$ cat config.mk
export PLATFORM = sky130hd
export DESIGN_NAME = uart_rx
export DESIGN_NICKNAME = d
export VERILOG_FILES = /design/src/rtl/uart_rx.sv
export SDC_FILE = /design/constraint.sdc
export NUM_CORES = 1
export LEC_CHECK = 0
export ABC_AREA = 1
export CORE_UTILIZATION = 53
export CTS_BUF_LIST = sky130_fd_sc_hd__clkbuf_4
export CTS_CLUSTER_SIZE = 28
export DETAILED_ROUTE_END_ITERATION = 8
export HOLD_SLACK_MARGIN = 0.05
export PLACE_DENSITY = 0.72
export SLEW_MARGIN = 20
export SYNTH_ARGS = -nofsm -noshare
export SYNTH_HDL_FRONTEND = slang
export SYNTH_SLANG_ARGS = --single-unit
$ cat constraint.sdc
create_clock -name clk -period 2.19 [get_ports clk]
set_clock_uncertainty 0.2 [all_clocks]
set_input_delay 0.438 -clock clk [delete_from_list [all_inputs] [get_ports clk]]
set_output_delay 0.438 -clock clk [all_outputs]
set_load 0.02 [all_outputs]
$ cat src/rtl/uart_rx.sv
// uart_rx: UART receive engine with a show-ahead byte FIFO.
// Frames are 8N1 by default. With UART_RX_PARITY_EN defined, frames are 8E1:
// a PARITY state is added and parity_err becomes live.
// The serial input is synchronised, sampled mid-bit against a cycle timer,
// and completed bytes are queued for a valid/ready consumer.
module uart_rx #(
    parameter int CLKS_PER_BIT = 868,
    parameter int FIFO_DEPTH   = 16
) (
    input  logic       clk,
    input  logic       reset,
    input  logic       rxd,
    output logic [7:0] rdata,
    output logic       rvalid,
    input  logic       rready,
    output logic       busy,
    output logic       overrun,
    output logic       frame_err,
    output logic       parity_err
);

    localparam int CW = $clog2(CLKS_PER_BIT);
    localparam int AW = $clog2(FIFO_DEPTH);
    localparam logic [CW-1:0] C_FULL = CW'(CLKS_PER_BIT - 1);
    localparam logic [CW-1:0] C_HALF = CW'(CLKS_PER_BIT / 2 - 1);

`ifdef UART_RX_PARITY_EN
    typedef enum logic [2:0] {S_IDLE, S_START, S_DATA, S_PARITY, S_STOP} state_t;
`else
    typedef enum logic [1:0] {S_IDLE, S_START, S_DATA, S_STOP} state_t;
`endif

    state_t          r_state, r_state_next;
    logic            r_sync1, r_sync2, r_prev;
    logic [1:0]      r_vld;
    logic            r_arm;
    logic [CW-1:0]   r_cnt;
    logic [2:0]      r_idx;
    logic [7:0]      r_data;
`ifdef UART_RX_PARITY_EN
    logic            r_par_bad;
`endif
    logic            r_overrun, r_frame_err, r_parity_err;

    logic [7:0]      r_mem [FIFO_DEPTH];
    logic [AW:0]     r_wptr, r_rptr;

    logic            w_fall, w_tick_half, w_tick_full;
    logic            w_busy, w_sample, w_push_req, w_ferr_set, w_perr_set;
    logic            w_full, w_empty, w_pop, w_push;

    // Synchroniser, edge-detect history and arm flag. r_vld marks when r_sync2
    // holds a real pin sample rather than its reset value, so a line held low
    // through reset can never arm the receiver.
    always_ff @(posedge clk) begin
        if (reset) begin
            r_sync1 <= 1'b1;
            r_sync2 <= 1'b1;
            r_prev  <= 1'b1;
            r_vld   <= 2'b00;
            r_arm   <= 1'b0;
        end else begin
            r_sync1 <= rxd;
            r_sync2 <= r_sync1;
            r_prev  <= r_sync2;
            r_vld   <= {r_vld[0], 1'b1};
            if (r_vld[1] && r_sync2) begin
                r_arm <= 1'b1;
            end
        end
    end

    assign w_fall      = r_arm && r_prev && !r_sync2;
    assign w_tick_half = (r_cnt == C_HALF);
    assign w_tick_full = (r_cnt == C_FULL);

    // FSM state register.
    always_ff @(posedge clk) begin
        if (reset) begin
            r_state <= S_IDLE;
        end else begin
            r_state <= r_state_next;
        end
    end

    // FSM next-state logic.
    always_comb begin
        r_state_next = r_state;
        case (r_state)
            S_IDLE:  if (w_fall) r_state_next = S_START;
            S_START: if (w_tick_half) r_state_next = r_sync2 ? S_IDLE : S_DATA;
`ifdef UART_RX_PARITY_EN
            S_DATA:   if (w_tick_full && r_idx == 3'd7) r_state_next = S_PARITY;
            S_PARITY: if (w_tick_full) r_state_next = S_STOP;
`else
            S_DATA:   if (w_tick_full && r_idx == 3'd7) r_state_next = S_STOP;
`endif
            S_STOP:  if (w_tick_full) r_state_next = S_IDLE;
            default: r_state_next = S_IDLE;
        endcase
    end

    // FSM outputs: sample strobe, byte completion and error strobes.
    always_comb begin
        w_busy     = (r_state != S_IDLE);
        w_sample   = 1'b0;
        w_push_req = 1'b0;
        w_ferr_set = 1'b0;
        w_perr_set = 1'b0;
        case (r_state)
            S_START: w_sample = w_tick_half;
            S_DATA:  w_sample = w_tick_full;
`ifdef UART_RX_PARITY_EN
            S_PARITY: w_sample = w_tick_full;
`endif
            S_STOP: begin
                w_sample   = w_tick_full;
                w_ferr_set = w_tick_full && !r_sync2;
`ifdef UART_RX_PARITY_EN
                w_push_req = w_tick_full && r_sync2 && !r_par_bad;
                w_perr_set = w_tick_full && r_sync2 && r_par_bad;
`else
                w_push_req = w_tick_full && r_sync2;
`endif
            end
            default: ;
        endcase
    end

    // Bit timer, bit index and data shift register.
    always_ff @(posedge clk) begin
        if (reset) begin
            r_cnt  <= '0;
            r_idx  <= 3'd0;
            r_data <= 8'h00;
        end else begin
            if (r_state == S_IDLE || w_sample) begin
                r_cnt <= '0;
            end else begin
                r_cnt <= r_cnt + CW'(1);
            end
            if (r_state == S_START) begin
                r_idx <= 3'd0;
            end else if (r_state == S_DATA && w_tick_full) begin
                r_data[r_idx] <= r_sync2;
                r_idx         <= r_idx + 3'd1;
            end
        end
    end

`ifdef UART_RX_PARITY_EN
    // Even-parity check of the assembled byte against the received parity bit.
    always_ff @(posedge clk) begin
        if (reset) begin
            r_par_bad <= 1'b0;
        end else if (r_state == S_START) begin
            r_par_bad <= 1'b0;
        end else if (r_state == S_PARITY && w_tick_full) begin
            r_par_bad <= (r_sync2 != ^r_data);
        end
    end
`endif

    // FIFO control: a push into a full FIFO only succeeds if a pop frees a slot.
    assign w_empty = (r_wptr == r_rptr);
    assign w_full  = (r_wptr[AW] != r_rptr[AW]) && (r_wptr[AW-1:0] == r_rptr[AW-1:0]);
    assign w_pop   = !w_empty && rready;
    assign w_push  = w_push_req && (!w_full || w_pop);

    // FIFO storage.
    always_ff @(posedge clk) begin
        if (w_push) begin
            r_mem[r_wptr[AW-1:0]] <= r_data;
        end
    end

    // FIFO pointers.
    always_ff @(posedge clk) begin
        if (reset) begin
            r_wptr <= '0;
            r_rptr <= '0;
        end else begin
            if (w_push) r_wptr <= r_wptr + (AW+1)'(1);
            if (w_pop)  r_rptr <= r_rptr + (AW+1)'(1);
        end
    end

    // One-cycle status pulses, asserted the cycle after the stop-bit sample.
    always_ff @(posedge clk) begin
        if (reset) begin
            r_overrun    <= 1'b0;
            r_frame_err  <= 1'b0;
            r_parity_err <= 1'b0;
        end else begin
            r_overrun    <= w_push_req && w_full && !w_pop;
            r_frame_err  <= w_ferr_set;
            r_parity_err <= w_perr_set;
        end
    end

    assign rvalid     = !w_empty;
    assign rdata      = w_empty ? 8'h00 : r_mem[r_rptr[AW-1:0]];
    assign busy       = w_busy;
    assign overrun    = r_overrun;
    assign frame_err  = r_frame_err;
    assign parity_err = r_parity_err;

endmodule

Word level (Yosys, flattened, before mapping)
Memory sizes are Yosys's and may differ from the RTL's. A register that Yosys moved wholly into a read port is not among the register bits.
Index checks and enable logic that the tools add are counted.
{"block": "word_totals", "reg_bits": 41, "ramBits": 128, "inputBits": 4, "out_inout_bits": 13, "word_cells": 80, "memories": 1}
{"block": "op_classes", "addsub": 4, "order_cmp": 2, "eq_ne": 13, "n_mux": 17, "bitwise_logic": 2, "reduce_logical": 27}
{"memory": "r_mem", "depth": 16, "word_bits": 8, "read_ports": 1, "rd_ports_with_merged_regs": 1, "wr": 1, "line_no": "45", "rtl": "logic [7:0] r_mem [FIFO_DEPTH];"}
{"op": "$logic_and A1 B1 Y1", "n": 13}
{"op": "$add A10 B1 Y10 const B", "n": 1}
{"op": "$add A5 B1 Y5 const B", "n": 2}
{"op": "$eq A10 B10 Y1 const B", "n": 1}
{"op": "$eq A10 B9 Y1 const B", "n": 1}
{"op": "$mux W2", "n": 5}
{"op": "$bwmux W8", "n": 1}
{"op": "$mux W4", "n": 2}
{"op": "$mux W8", "n": 1}
{"op": "$ne A2 B2 Y1 const B", "n": 4}
{"op": "$pmux W2 S4", "n": 1}
{"op": "$reduce_or A2 Y1", "n": 4}
{"op": "$eq A5 B5 Y1", "n": 1}
{"op": "$mux W1", "n": 5}
{"op": "$eq A2 B2 Y1 const B", "n": 2}
{"op": "$eq A4 B4 Y1", "n": 1}
{"op": "$logic_not A1 Y1", "n": 4}
{"op": "$lt A3 B4 Y1 const B", "n": 1}
{"op": "$reduce_and A4 Y1", "n": 1}
{"op": "$add A3 B1 Y3 const B", "n": 1}
{"op": "$demux W1 S3", "n": 1}
{"op": "$eq A3 B3 Y1 const B", "n": 1}
{"op": "$ge A3 B1 Y1 const B", "n": 1}
{"op": "$eq A2 B1 Y1 const B", "n": 1}
{"op": "7 further kinds", "n": 9}

Logic depth before layout (Yosys ltp)
{"block": "logic_depth", "word_depth": 7, "mapped_depth": 10, "depth_no_buf": 9}

Worst setup path before layout
OpenSTA, ideal clock, no wires.
{"block": "synth_timing", "path_kind": "reg2reg", "start": "reg r_cnt[0]", "end": "mem r_mem[12][0], enable pin", "setup_ps": 383, "arrival_ps": 1842, "required_time_ps": 1607, "slack_ps": -236, "stages_incl_launch_ff": 9, "path_buffers": 1, "period_less_slack_ps": 2426, "path_cell_list": "dfxtp_1 > ha_1 > nand2_1 > nor2_1 > nand4_2 > nor2_4 > nand2_4 > buf_6 > nor3_1"}
{"block": "synth_between", "elab_chain_len": 6}
{"item": "start, declared", "line_no": "37", "rtl": "logic [CW-1:0] r_cnt;"}
{"item": "start signal, assigned", "line_no": "140", "rtl": "r_cnt <= r_cnt + CW'(1);"}
{"item": "$eq A10 B10 Y1", "line_no": "75", "rtl": "assign w_tick_full = (r_cnt == C_FULL);"}
{"item": "$logic_and A1 B1 Y1", "line_no": "123", "rtl": "w_push_req = w_tick_full && r_sync2;"}
{"item": "$mux W1", "line_no": "110", "rtl": "case (r_state)"}
{"item": "$logic_and A1 B1 Y1", "line_no": "168", "rtl": "assign w_push = w_push_req && (!w_full || w_pop);"}
{"item": "$mux W1", "line_no": "172", "rtl": "if (w_push) begin"}
{"item": "$mux W1 (implied by the code)", "line_no": "173", "rtl": "r_mem[r_wptr[AW-1:0]] <= r_data;"}
{"item": "end, declared", "line_no": "45"}
Every way passes these cells.

==> run_results.csv <==
group,metric,value,unit
global_route,grt_pass1_vias,5224,
synthesis,syn_nets,743,
routing,firstDrtPassIters,5,
worst_setup_path,crit_top_cell,"buf_6",
synthesis,synth_flop_cell,"edfxtp_1",
routing,drc,0,
clock_tree,tritoncts,"built",
synthesis,netlist_area,7500,sq um
die,start_util,54.2,%
die,coreArea,13800,sq um
timing,fin_ws,-0.495,ns
clock_tree,cts_max_level,4,
synthesis,synth_seq_cells,173,
cells_and_area,fin_nets,829,
global_route,use_met2,37.9,%
worst_setup_path,cp_cell_sequence,"buf_12 -> clkbuf_16 -> buf_6 -> o211ai_1 -> nand3_1 -> a21oi_2 -> nor2_2 -> buf_6",
worst_setup_path,crit_fanout,7,
global_route,use_met3,5.55,%
placed_design,place_area,8280,sq um
synthesis,synth_area_per_cell,10.3,sq um
timing,finalHoldViolCount,0,
timing,setup_viol,9,
worst_setup_path,end_kind,"primary output",
timing,finalSetupTns,-3.75,ns
timing,drv_slew,0,
global_route,antenna_found_initial,1,
clock_tree,cts-root-buf,"clkbuf_4",
synthesis,yosysWarnings,0,
cells_and_area,final_area,9220,sq um
routing,ant_nets,0,
flow_run,maxCapViolCount,0,
clock_tree,clkSinkCount,173,
timing,tightest_slew,0.864,ns
global_route,track_usage,23.7,%
routing,drt-initial-drc-count,557,
worst_setup_path,crit_type,"flip-flop to primary output",
synthesis,synthDominantCellAreaShare,51.3,%
worst_setup_path,critPathLaunchType,"flip-flop",
worst_setup_path,slowest_delay,0.39,ns
global_route,use_met1,31.1,%
global_route,grt_max_degree,32,
cells_and_area,drive_gt1_share,28.0,%
global_route,global_route.peak_usage_layer,"met2",
power,vdd_drop_max,0.000325,V
synthesis,synth_cell_types,37,
routing,vias,5569,
synthesis,seq_area_frac_synth,63.3,%
cells_and_area,fillCellCount,983,
timing,maxSlewHeadroom,42.3,%
synthesis,synthMostInstantiatedCell,"edfxtp_1",
synthesis,ys_top_cells_by_count,"128 x edfxtp_1, 107 x nand2_1, 93 x inv_1",
synthesis,synthArstFlopShare,0,%
clock_tree,clockBufferDepth,2,
synthesis,synth_cells,730,
run_status,status,"complete, but fails checks",
timing,max_clock_freq,0.372,GHz
cells_and_area,syn_to_final_growth,23.0,%
die,fp.dieArea,14600,sq um
synthesis,synth_top_area_cell,"edfxtp_1",
placed_design,dpl.cell_count,958,
routing,wl_per_cell,16.9,microns
timing,finalCritPeriodShare,123,%
die,io_pins,17,
placed_design,gp_congestion,0.831,
placed_design,port_buffers,15,
cells_and_area,fin_cells,1010,
synthesis,ys_top_cells_by_area,"edfxtp_1 51%, dfxtp_1 12%, nand2_1 5.4%",
clock_tree,clkSlewWorstSetupHoldPaths,0.14,ns
die,rows,43,
die,die_x,121,microns
cells_and_area,multi_input_area,2520,sq um
worst_setup_path,cp.arrival,2.05,ns
power,cellPowerDensity,597,nW/um^2
worst_setup_path,critPathSlowestCell,"dfxtp_4",
timing,rsz0062_at_grt,"yes",
cells_and_area,seqCellArea,4770,sq um
global_route,grt_pass1_wl,25800,microns
placed_design,hpwl,10800,microns
worst_setup_path,cp.required,1.55,ns
power,power.leakage,3.56,nW
clock_tree,cts_buffers,17,
worst_hold_path,min-delay-path-class,"flip-flop to flip-flop",
clock_tree,insertion_delay,0.57,ns
synthesis,synth_edf_count,128,
clock_tree,ctsHoldBuffers,0,
timing,period_minus_slack,2.69,ns
timing,hold_slack,0.218,ns
global_route,overflow,0,
routing,vias_per_cell,5.51,
die,die_h,121,microns
run_status,violations,"negative setup slack",
routing,routed_wl,17100,microns
placed_design,pre_cts_ws,-0.309,ns
-- critical path, delay by kind of cell (launching register included) --
family | cells | cell delay, ns
simple gates | 2 | 0.19
flops | 1 | 0.39
buf+inv | 4 | 0.55
compound gates | 2 | 0.32
-- power by group --
part           internal (mW)  switching (mW)  leakage [nW]  total, mW
registers               3.47         0.00289          1.82       3.47
logic                 0.0170          0.0259          1.57     0.0429
clock network          0.918            1.07         0.168       1.99
total                   4.41            1.10          3.56       5.50
-- layout make-up --
cell class | count | share of cell area, %
Inverter | 103 | 4.19
Sequential cell | 173 | 51.7
Antenna cell | 1 | 0.0271
Timing Repair Buffer | 97 | 10.9
Clock buffer | 19 | 1.55
Tap cell | 180 | 2.44
Multi-Input combinational cell | 424 | 27.3
Clock inverter | 13 | 1.86
-- registers in the layout, indices dropped and copies added (netlist names), named ones only --
register / cells
frame_err: 1
overrun: 1
r_arm: 1
r_cnt: 10
r_data: 8
r_idx: 3
r_mem: 128
r_prev: 1
r_rptr: 5
r_state: 1
r_sync1: 1
r_sync2: 1
r_vld: 2
r_wptr: 5
-- path summary, 6_finish.rpt --
path	slack, ns	to	startpoint	cells after the start
worst max-delay path	-0.50	rdata[5]	flip-flop	8
worst min-delay path	0.22	r_vld[1]$_SDFF_PP0_	r_vld[0]$_DFF_P_	2
worst max register to register	0.06	r_mem[6][5]$_DFFE_PP_	r_cnt[0]$_SDFF_PP0_	8
worst min register to register	0.22	r_vld[1]$_SDFF_PP0_	r_vld[0]$_DFF_P_	2
-- per-layer routing --
| metal | part of all wire [%] | vias up |
|---|---|---|
| li1 | - | 2668 |
| met1 | 43 | 2684 |
| met2 | 49 | 190 |
| met3 | 5.8 | 27 |
| met4 | 1.9 | 0 |
| met5 | 0 | - |
-- cells in the final DEF (no fill, tap or decap), drive strengths merged, types with 24 or more instances in the layout --
master  synthesis  routed
nor2           59      59
clkbuf         11      24
a21oi          66      66
o211ai         24      24
o21ai          59      59
edfxtp        128     128
dfxtp          45      45
nand2         112     113
nand3          52      52
inv           102     103
buf            20      87
-- metrics by stage --
| stage | power, mW | utilization [%] |
|---|---|---|
| 2_1_floorplan | 3.58 | - |
| 5_1_grt | 5.67 | 66.7 |
| 6_report | 5.50 | 66.7 |
| 3_3_place_gp | 3.59 | 59.9 |
| 4_1_cts | 5.52 | 63.5 |
| 3_5_place_dp | 3.59 | 59.9 |
-- cells by family (layout without fill, tap and decap cells) --
kind of cell	count (synthesis)	count (layout)	share of synthesized area [%]
AO/OA/AOI/OAI	154	154	11.2
XOR/XNOR	10	10	1.17
flip-flops	173	173	63.3
adder cells (fa/ha/maj)	9	9	1.50
other	1	2	0.0500
buffers and inverters	134	232	7.23
AND/OR/NAND/NOR	249	250	15.6
-- what timing repair did --
item                       4_1_cts  5_1_grt
pin swaps                       22       41
setup buffers                    8        6
gates cloned                     1        6
hold endpoints to repair         0        0
gates resized for setup        101       90
setup endpoints to repair       22      118
Note: power is estimated with default switching activity, not from simulation.
